<file path="config.mk">
export PLATFORM = sky130hd
export DESIGN_NAME = pc_fetch_unit
export DESIGN_NICKNAME = d
export VERILOG_FILES = /design/src/rtl/fetch_pkg.sv /design/src/rtl/pc_register.sv /design/src/rtl/pc_fetch_unit.sv
export SDC_FILE = /design/constraint.sdc
export NUM_CORES = 1
export LEC_CHECK = 0
export CAP_MARGIN = 0
export CORE_UTILIZATION = 30
export CTS_CLUSTER_SIZE = 10
export DETAILED_ROUTE_END_ITERATION = 7
export GPL_TIMING_DRIVEN = 1
export SETUP_SLACK_MARGIN = 0.02
export SYNTH_ARGS = -nofsm -noshare
export SYNTH_HDL_FRONTEND = slang
export SYNTH_HIERARCHICAL = 1
export SYNTH_SLANG_ARGS = --single-unit
export TNS_END_PERCENT = 10
</file>
<file path="constraint.sdc">
create_clock -name clk -period 2.2 [get_ports clk]
set_input_delay 0.44 -clock clk [delete_from_list [all_inputs] [get_ports clk]]
set_output_delay 0.44 -clock clk [all_outputs]
set_load 0.03 [all_outputs]
</file>
<file path="src/rtl/fetch_pkg.sv">
// Shared definitions for the fetch stage: FSM state encoding, reset PC default
// and the sequential PC increment.
package fetch_pkg;

   typedef logic [1:0] fetch_state_t;

   localparam fetch_state_t ST_IDLE = 2'd0;
   localparam fetch_state_t ST_REQ  = 2'd1;
   localparam fetch_state_t ST_WAIT = 2'd2;
   localparam fetch_state_t ST_HOLD = 2'd3;

   localparam logic [31:0] FETCH_RESET_PC_DEF = 32'h0000_0000;
   localparam logic [31:0] PC_INCR            = 32'd4;

   // Sequential successor of a PC; wraps modulo 2^32.
   function automatic logic [31:0] pc_inc(input logic [31:0] p);
      return p + PC_INCR;
   endfunction

endpackage

</file>
<file path="src/rtl/pc_register.sv">
// Program counter flop with load enable. Optional word-alignment clamp and
// sticky misalignment flag, enabled by defining FETCH_ALIGN_CHECK_EN.
module pc_register
   import fetch_pkg::*;
#(
   parameter logic [31:0] RESET_PC = FETCH_RESET_PC_DEF
)
(
   input  logic        clk,
   input  logic        reset,
   input  logic        load,
   input  logic [31:0] d,
   output logic [31:0] q,
   output logic        misalign_err
);

   logic [31:0] d_load;

`ifdef FETCH_ALIGN_CHECK_EN
   logic err_q;

   // Low bits are dropped so fetch always lands on a word boundary.
   assign d_load = {d[31:2], 2'b00};

   always_ff @(posedge clk or posedge reset) begin
      if (reset) begin
         err_q <= 1'b0;
      end else if (load && (d[1:0] != 2'b00)) begin
         err_q <= 1'b1;
      end
   end

   assign misalign_err = err_q;
`else
   assign d_load       = d;
   assign misalign_err = 1'b0;
`endif

   always_ff @(posedge clk or posedge reset) begin
      if (reset) begin
         q <= RESET_PC;
      end else if (load) begin
         q <= d_load;
      end
   end

endmodule

</file>
<file path="src/rtl/pc_fetch_unit.sv">
// Fetch-stage controller: owns the PC, runs the imem req/gnt/rvalid handshake
// and presents inst/inst_pc to decode. FETCH_ALIGN_CHECK_EN enables the PC alignment check.
//
// state   | meaning
// --------+---------------------------------------------------------------
// IDLE    | after reset; leaves on the first edge, ignores any response
// REQ     | imem_req high with imem_addr = pc, waiting for grant
// WAIT    | one fetch outstanding; drop set means its response is stale
// HOLD    | instruction valid toward decode until accepted or redirected
module pc_fetch_unit
   import fetch_pkg::*;
#(
   parameter logic [31:0] RESET_PC = FETCH_RESET_PC_DEF
)
(
   input  logic        clk,
   input  logic        reset,
   input  logic [31:0] next_pc,
   input  logic        redirect,
   output logic [31:0] pc,
   output logic [31:0] pc_plus4,
   output logic        imem_req,
   output logic [31:0] imem_addr,
   input  logic        imem_gnt,
   input  logic        imem_rvalid,
   input  logic [31:0] imem_rdata,
   output logic        inst_valid,
   input  logic        inst_ready,
   output logic [31:0] inst,
   output logic [31:0] inst_pc,
   output logic        misalign_err
);

   fetch_state_t state;
   fetch_state_t state_nxt;
   logic         drop;
   logic         drop_nxt;
   logic         accept;
   logic         capture;
   logic         pc_load;
   logic         req_q;

   assign accept  = (state == ST_HOLD) && inst_valid && inst_ready;
   assign capture = (state == ST_WAIT) && imem_rvalid && !drop && !redirect;
   assign pc_load = (state != ST_IDLE) && (redirect || accept);

   pc_register #(
      .RESET_PC     (RESET_PC)
   ) u_pc_register (
      .clk          (clk),
      .reset        (reset),
      .load         (pc_load),
      .d            (next_pc),
      .q            (pc),
      .misalign_err (misalign_err)
   );

   assign pc_plus4  = pc_inc(pc);
   assign imem_addr = pc;
   assign imem_req  = req_q;

   always_comb begin
      state_nxt = state;
      drop_nxt  = drop;
      case (state)
         ST_IDLE: begin
            state_nxt = ST_REQ;
         end
         ST_REQ: begin
            // A grant coinciding with a redirect fetches the old pc; mark it stale.
            if (imem_gnt) begin
               state_nxt = ST_WAIT;
               drop_nxt  = redirect;
            end
         end
         ST_WAIT: begin
            if (imem_rvalid) begin
               drop_nxt  = 1'b0;
               state_nxt = capture ? ST_HOLD : ST_REQ;
            end else if (redirect) begin
               drop_nxt  = 1'b1;
            end
         end
         ST_HOLD: begin
            if (redirect || accept) begin
               state_nxt = ST_REQ;
            end
         end
         default: begin
            state_nxt = ST_IDLE;
            drop_nxt  = 1'b0;
         end
      endcase
   end

   always_ff @(posedge clk or posedge reset) begin
      if (reset) begin
         state <= ST_IDLE;
         drop  <= 1'b0;
         req_q <= 1'b0;
      end else begin
         state <= state_nxt;
         drop  <= drop_nxt;
         req_q <= (state_nxt == ST_REQ);
      end
   end

   always_ff @(posedge clk or posedge reset) begin
      if (reset) begin
         inst_valid <= 1'b0;
         inst       <= 32'h0;
         inst_pc    <= 32'h0;
      end else if (capture) begin
         inst_valid <= 1'b1;
         inst       <= imem_rdata;
         inst_pc    <= pc;
      end else if ((state == ST_HOLD) && (redirect || accept)) begin
         inst_valid <= 1'b0;
      end
   end

endmodule

</file>
==> flow_metrics.env, run 1 <==
export IMPL_status="finished, violations left"
export IMPL_violations="setup timing"
export IMPL_rr_startpoint="state[0]"
export IMPL_crit_chain="nand3_4 > or4_4 > nor3_2 > xor2_2 > buf_4"
export IMPL_synth_compound_area_share=0.0124
export IMPL_synth_fa_ha_area_frac=0.00259
export IMPL_final_cells=813
export IMPL_worstSetupPathDepth=5
export IMPL_vdd_drop_max_uv=679
export IMPL_fmax_mhz=408
export IMPL_cts_tree="built"
export IMPL_dieArea_um2=16600
export IMPL_maxSlewHeadroom=0.657
export IMPL_fillCellCount=1392
export IMPL_tightestPinTransition_ns=0.512
export IMPL_multi_input_area_um2=2080
export IMPL_critical_path_class="reg -> out"
export IMPL_vias=3631
export IMPL_synth_fp_nets=428
export IMPL_cts_hold_buf=0
export IMPL_wl_per_cell_um=16.4
export IMPL_die_w_um=129
export IMPL_yosys_warnings=6
export IMPL_endpoint="pc_plus4[30]"
export IMPL_regArea_um2=2540
export IMPL_rows=46
export IMPL_maxCapViolations=0
export IMPL_r2r_slack_ns=0.57
export IMPL_synth_cells=357
export IMPL_drive_above_1_share=0.352
export IMPL_root_buffer="clkbuf_16"
export IMPL_report_final_setup_viol=19
export IMPL_critPathLaunch="u_pc_register/q[7]"
export IMPL_final_period_utilization=1.12
export IMPL_syn_avg_cell_area_um2=13.5
export IMPL_required_ns=1.76
export IMPL_insertion_delay_ns=0.35
export IMPL_yosys_area_share_simple=0.0787
export IMPL_start_util=0.305
export IMPL_reg2regPathDepth=5
export IMPL_drc=0
export IMPL_ys_types=40
export IMPL_cts_reportedPaths_clkPinSlew_ns=0.07
export IMPL_start_kind="flip-flop"
export IMPL_antenna_found_initial=1
export IMPL_hp_class="in -> async"
export IMPL_gr_total_overflow=0
export IMPL_endpoint_kind="output port"
export IMPL_async_flop_share=1.00
export IMPL_rsz0062_at_grt="true"
export IMPL_final_antenna_net_count=0
export IMPL_cts_buffers=9
export IMPL_synth_edf_count=0
export IMPL_skew_ns=0.00630
export IMPL_core_um2=15800
export IMPL_grt_max_degree=35
export IMPL_dp_cells=796
export IMPL_ys_ff_latch=101
export IMPL_io_buffers=231
export IMPL_worst_path_max_delay_cell="or4_4"
export IMPL_clock_path_buffers=2
export IMPL_synth_area_um2=4830
export IMPL_place_ws_ns=0.00651
export IMPL_area_growth_pct=63.5
export IMPL_worst_slack_ns=-0.254
export IMPL_synthXorXnorAreaFrac=0.0508
export IMPL_viasPerCell=4.47
export IMPL_timing_rr_end="inst_pc[29]"
export IMPL_place_hpwl_um=10100
export IMPL_crit_buf_inv=1
export IMPL_clock_sinks=101
export IMPL_grt_pass1_vias=3726
export IMPL_drv_slew=0
export IMPL_drt_iter0_drc=101
export IMPL_hold_viol_final=0
export IMPL_synth_mux_area_frac=0.249
export IMPL_crit_fanout=5
export IMPL_power_density_nw_per_um2=1680
export IMPL_synthFlopType="dfrtp_1"
export IMPL_totalWireLength_um=13300
export IMPL_cts_htree_levels=3
export IMPL_die_h_um=129
export IMPL_crit_family="simple AND/OR/NAND/NOR gates"
export IMPL_io_pins=233
export IMPL_fin_crit_ns=2.45
export IMPL_crit_arrival_ns=2.01
export IMPL_dr_pass1_iters=6
export IMPL_setup_tns_ns=-2.14
export IMPL_insertedDiodeCount=0
export IMPL_grtUsageTotal=0.161
export IMPL_grt_pass1_wl_um=20100
export IMPL_synth_top_family_by_area="multiplexers"
export IMPL_routabilityCongestion=0.799
export IMPL_p_leak_uw=0.00346
export IMPL_final_net_count=663
export IMPL_yosysSeqAreaShare=0.523
export IMPL_worst_path_largest_cell_delay_ns=0.59
[routing by layer]
metal / vias up / global-route usage / part of all wire
met5: - / 0 / 0.00097
met4: 2 / 0.0630 / 0.017
met1: 1811 / 0.199 / 0.42
met2: 134 / 0.266 / 0.50
met3: 17 / 0.0457 / 0.063
li1: 1667 / - / -
[layout make-up]
| class | instances | area share |
|---|---|---|
| sequential | 101 | 0.322 |
| multi-input combinational | 202 | 0.263 |
| clock inverter | 5 | 0.0106 |
| clock buffer | 11 | 0.0307 |
| tap | 216 | 0.0342 |
| inverter | 7 | 0.00332 |
| timing repair buffer | 271 | 0.336 |
[cell families (layout without fill, tap and decap cells)]
family                   count (synthesis)  count (layout)
AO/OA/AOI/OAI                            9               9
XOR/XNOR                                28              28
adder cells (fa/ha/maj)                  1               1
buffers and inverters                   54             294
flip-flops                             101             101
multiplexers                            97              97
other                                    1               1
AND/OR/NAND/NOR                         66              66
[cell usage in the layout, fill, tap and decap left out, drive strengths merged, types with 3 or more instances in the layout]
master         instances
nand3                 14
dlygate4sd2            3
clkdlybuf4s50        202
clkbuf                11
mux2                  96
nand2                 15
nor2                   9
dfrtp                101
buf                   65
nand4                  5
nor3                   7
and3                   3
and4                   3
inv                    6
xor2                  13
xnor2                 15
[power by group]
group | internal, uW | switching, uW
sequential | 2710 | 578
clock | 1030 | 715
combinational | 3690 | 4570
total | 7430 | 5860
[state kept, by name, summed over array words and instances, names as in the netlist]
| signal | flops |
|---|---|
| state | 2 |
| u_pc_register/q | 32 |
| inst | 32 |
| imem_req | 1 |
| drop | 1 |
| inst_valid | 1 |
| inst_pc | 32 |
[synth_stat cells, drive strengths merged, types with 3 or more instances]
cell | instances | area share
dfrtp | 101 | 0.52
mux2 | 96 | 0.25
buf | 46 | 0.076
nand2 | 15 | 0.012
xnor2 | 15 | 0.027
nand3 | 14 | 0.016
xor2 | 13 | 0.024
nor2 | 9 | 0.0070
inv | 7 | 0.0054
nor3 | 7 | 0.011
nand4 | 5 | 0.0078
and3 | 3 | 0.0039
and4 | 3 | 0.0054
[worst min path at each step]
stage / from / to / slack, ns / depth (start not counted)
finish: reset / u_pc_register/q[30] / 0.41 / 2
global route: reset / u_pc_register/q[30] / 0.43 / 2
CTS: reset / u_pc_register/q[30] / 0.42 / 2
detailed placement: inst[28] / inst[28] / 0.48 / 1
global placement: inst_pc[2] / inst_pc[2] / 0.47 / 1
floorplan: reset / u_pc_register/q[0] / 0.56 / 1
[repair_timing]
action | CTS | global route
setup endpoints to repair | 26 | 25
pin swaps | 6 | 3
gates resized for setup | 18 | 12
buffers inserted | 1 | 0
[stage by stage]
stage	hold WS [ns]	power, uW	instance area (um^2)	util
2_1_floorplan	0.555	8300	4920	-
3_3_place_gp	0.475	11500	7450	0.471
3_5_place_dp	0.481	11500	7450	0.471
4_1_cts	0.416	13400	7850	0.496
5_1_grt	0.434	13900	7900	0.499
6_report	0.413	13300	7900	0.499
Note: power is estimated with default switching activity, not from simulation.
==> run 2, diff against run 1 <==
--- a/config.mk
+++ b/config.mk
@@ -5,6 +5,7 @@
 export SDC_FILE = /design/constraint.sdc
 export NUM_CORES = 1
 export LEC_CHECK = 0
+export ABC_AREA = 1
 export CAP_MARGIN = 0
 export CORE_UTILIZATION = 30
 export CTS_CLUSTER_SIZE = 10
==> constraint.sdc (replaced) <==
create_clock -name clk -period 3.05 [get_ports clk]
set_input_delay 0.61 -clock clk [delete_from_list [all_inputs] [get_ports clk]]
set_output_delay 0.61 -clock clk [all_outputs]
set_load 0.03 [all_outputs]
==> run 2 against run 1 <==
Effect of this change:
- the flow now finishes without violations
- via count increased by 24%
- register-to-register slack gained 0.69 ns
- setup slack improved by 0.43 ns
- synthesized cell count rose by 83%
- global-route usage rose by 0.94 points
- utilization fell by 4.1 points
- critical endpoint is now pc_plus4[27]
- highest routed layer is now met4
==> flow_metrics.env, run 2 <==
export IMPL_cts_reportedPaths_clkPinSlew_ns=0.07
export IMPL_status="finished, final reports clean"
export IMPL_place_hpwl_um=12000
export IMPL_yosys_warnings=6
export IMPL_report_final_setup_viol=0
export IMPL_sequentialPowerShare=0.287
export IMPL_cts_buffers=9
export IMPL_hp_class="reg -> reg"
export IMPL_synth_mux_area_frac=0
export IMPL_required_ns=2.44
export IMPL_crit_arrival_ns=2.27
export IMPL_synthXorXnorAreaFrac=0.0242
export IMPL_internal_power_uw=4420
export IMPL_synth_edf_count=0
export IMPL_mostFrequentLayoutCell="nand2_1"
export IMPL_final_cell_mix="nand2_1, clkdlybuf4s50_1, dfrtp_1"
export IMPL_root_buffer="clkbuf_16"
export IMPL_drt_iter0_drc=333
export IMPL_rows=48
export IMPL_rr_startpoint="state[0]"
export IMPL_drc=0
export IMPL_gr_total_overflow=0
export IMPL_endpoint_kind="output port"
export IMPL_synthFlopType="dfrtp_1"
export IMPL_vias=4513
export IMPL_fin_util=0.458
export IMPL_reg2regPathDepth=6
export IMPL_maxCapViolations=0
export IMPL_totalWireLength_um=15600
export IMPL_yosysTopAreaCell="dfrtp_1"
export IMPL_critPathLaunch="u_pc_register/q[13]"
export IMPL_vdd_drop_max_uv=450
export IMPL_timing_rr_end="u_pc_register/q[14]"
export IMPL_tightestPinTransition_ns=0.626
export IMPL_maxSlewHeadroom=0.583
export IMPL_final_period_utilization=0.943
export IMPL_wl_per_cell_um=14.4
export IMPL_die_h_um=137
export IMPL_synthTopCellsByArea="dfrtp_1, nand2_1, o21ai_2"
export IMPL_post_cts_buffers=0
export IMPL_antenna_found_initial=0
export IMPL_synth_top_area_frac=0.465
export IMPL_hold_viol_final=0
export IMPL_setup_tns_ns=0
export IMPL_rsz0062_at_grt="false"
export IMPL_fillCellCount=1716
export IMPL_synth_commonest_cells="nand2_1, dfrtp_1, inv_1"
export IMPL_fmax_mhz=348
export IMPL_dieArea_um2=18700
export IMPL_p_switching_uw=3980
export IMPL_critical_path_class="reg -> out"
export IMPL_dr_pass1_iters=4
export IMPL_cts_htree_levels=3
export IMPL_die_w_um=137
export IMPL_skew_ns=0.00725
export IMPL_grt_pass1_wl_um=23800
export IMPL_synth_fp_nets=726
export IMPL_fin_crit_ns=2.88
export IMPL_drive_above_1_share=0.135
export IMPL_grt_pass1_vias=4210
export IMPL_cts_tree="built"
export IMPL_io_pins=233
export IMPL_final_net_count=923
export IMPL_swShare=0.474
export IMPL_start_util=0.311
export IMPL_synth_most_common_cell="nand2_1"
export IMPL_ys_types=28
export IMPL_synth_compound_area_share=0.103
export IMPL_insertedDiodeCount=0
export IMPL_ys_ff_latch=101
export IMPL_final_antenna_net_count=0
export IMPL_routabilityCongestion=0.877
export IMPL_synth_cells=655
export IMPL_endpoint="pc_plus4[27]"
export IMPL_power_density_nw_per_um2=1050
export IMPL_yosys_area_share_simple=0.254
export IMPL_worstHoldPathCells=2
export IMPL_drv_slew=0
export IMPL_grt_max_degree=53
export IMPL_yosysSeqAreaShare=0.465
export IMPL_grtUsageTotal=0.170
export IMPL_async_flop_share=1.00
export IMPL_start_kind="flip-flop"
export IMPL_crit_fanout=4
export IMPL_synth_top_family_by_area="simple AND/OR/NAND/NOR gates"
export IMPL_comb_power_share=0.573
export IMPL_cts_hold_buf=0
export IMPL_p_leak_uw=0.00398
export IMPL_synth_area_um2=5440
export IMPL_cts_resized=3
export IMPL_top_regs="inst (32), inst_pc (32), u_pc_register/q (32)"
export IMPL_pwr_share_clk=0.140
export IMPL_core_um2=17500
export IMPL_insertion_delay_ns=0.34
export IMPL_area_growth_pct=47.3
export IMPL_clock_sinks=101
export IMPL_viasPerCell=4.17
export IMPL_synth_fa_ha_area_frac=0.00230
export IMPL_io_buffers=231
export IMPL_clock_path_buffers=2
export IMPL_syn_avg_cell_area_um2=8.30
export IMPL_r2r_slack_ns=1.26
-- run 2: cell types whose count changed after synthesis, moves of 13 or more --
| cell | change |
|---|---|
| mux2_2 | -53 |
| o21ai_2 | +54 |
| mux2_4 | -30 |
| buf_6 | +14 |
| xnor2_1 | -15 |
| nand2_1 | +228 |
| inv_1 | +74 |
| nor2_1 | +27 |
| mux2_1 | -13 |
-- run 2: metrics by stage --
step / total power [uW] / instances / worst slack, ns / area, um^2 / hold WS, ns
2_1_floorplan: 5350 / 655 / 0.615 / 5440 / 0.443
3_3_place_gp: 7290 / 1066 / 0.384 / 7660 / 0.465
3_5_place_dp: 7320 / 1066 / 0.381 / 7660 / 0.464
4_1_cts: 8520 / 1082 / 0.0296 / 7960 / 0.481
5_1_grt: 8900 / 1082 / 0.0151 / 8010 / 0.496
6_report: 8400 / 1082 / 0.175 / 8010 / 0.477
-- run 2: area by class of cell --
class	count	area (um^2)	share of cell area
clock inverter	3	43.8	0.00547
clock buffer	13	260	0.0325
multi-input combinational	415	2100	0.262
inverter	83	319	0.0398
sequential	101	2540	0.317
timing repair buffer	242	2470	0.309
tap	225	282	0.0351
-- run 2: how the worst min path moves through the flow --
| stage | from | to | slack, ns |
|---|---|---|---|
| 2_1_floorplan | drop | drop | 0.44 |
| 3_3_place_gp | inst[0] | inst[0] | 0.47 |
| 3_5_place_dp | drop | drop | 0.46 |
| 4_1_cts | drop | drop | 0.48 |
| 5_1_grt | inst_pc[19] | inst_pc[19] | 0.50 |
| 6_report | drop | drop | 0.48 |
-- run 2: cell families after synthesis --
group	after synthesis
flip-flops	101
AO/OA/AOI/OAI	71
buffers and inverters	139
AND/OR/NAND/NOR	327
adder cells (fa/ha/maj)	1
XOR/XNOR	15
other	1
-- run 2: worst max-delay path, stage by stage (launching register included) --
cell	delay [ns]
dfrtp_1	0.42
buf_4	0.16
nand2_1	0.09
nor2_1	0.17
nand2_1	0.07
nor2_1	0.13
nand3_1	0.09
nand2_1	0.09
clkdlybuf4s50_1	0.69
-- run 2: power groups by stage --
stage / logic [uW] / registers (uW) / clock network [uW]
floorplan: 2090 / 3260 / 0
global placement: 4890 / 2400 / 0
detailed placement: 4890 / 2430 / 0
CTS: 4890 / 2410 / 1220
global route: 5120 / 2500 / 1280
finish: 4820 / 2410 / 1180
-- run 2: per-layer routing --
metal / up-vias / wire length [um] / GRT usage
li1: 2338 / - / -
met1: 2019 / 7080 / 0.229
met2: 142 / 6960 / 0.262
met3: 14 / 1290 / 0.0444
met4: 0 / 263 / 0.0617
met5: - / 0 / 0
==> run 3, diff against run 2 <==
--- a/config.mk
+++ b/config.mk
@@ -10,8 +10,8 @@
 export CORE_UTILIZATION = 30
 export CTS_CLUSTER_SIZE = 10
 export DETAILED_ROUTE_END_ITERATION = 7
-export GPL_TIMING_DRIVEN = 1
 export SETUP_SLACK_MARGIN = 0.02
+export SLEW_MARGIN = 10
 export SYNTH_ARGS = -nofsm -noshare
 export SYNTH_HDL_FRONTEND = slang
 export SYNTH_HIERARCHICAL = 1
==> results of run 3 <==
The final DEF is identical to that of run 2; final timing and power are the same.
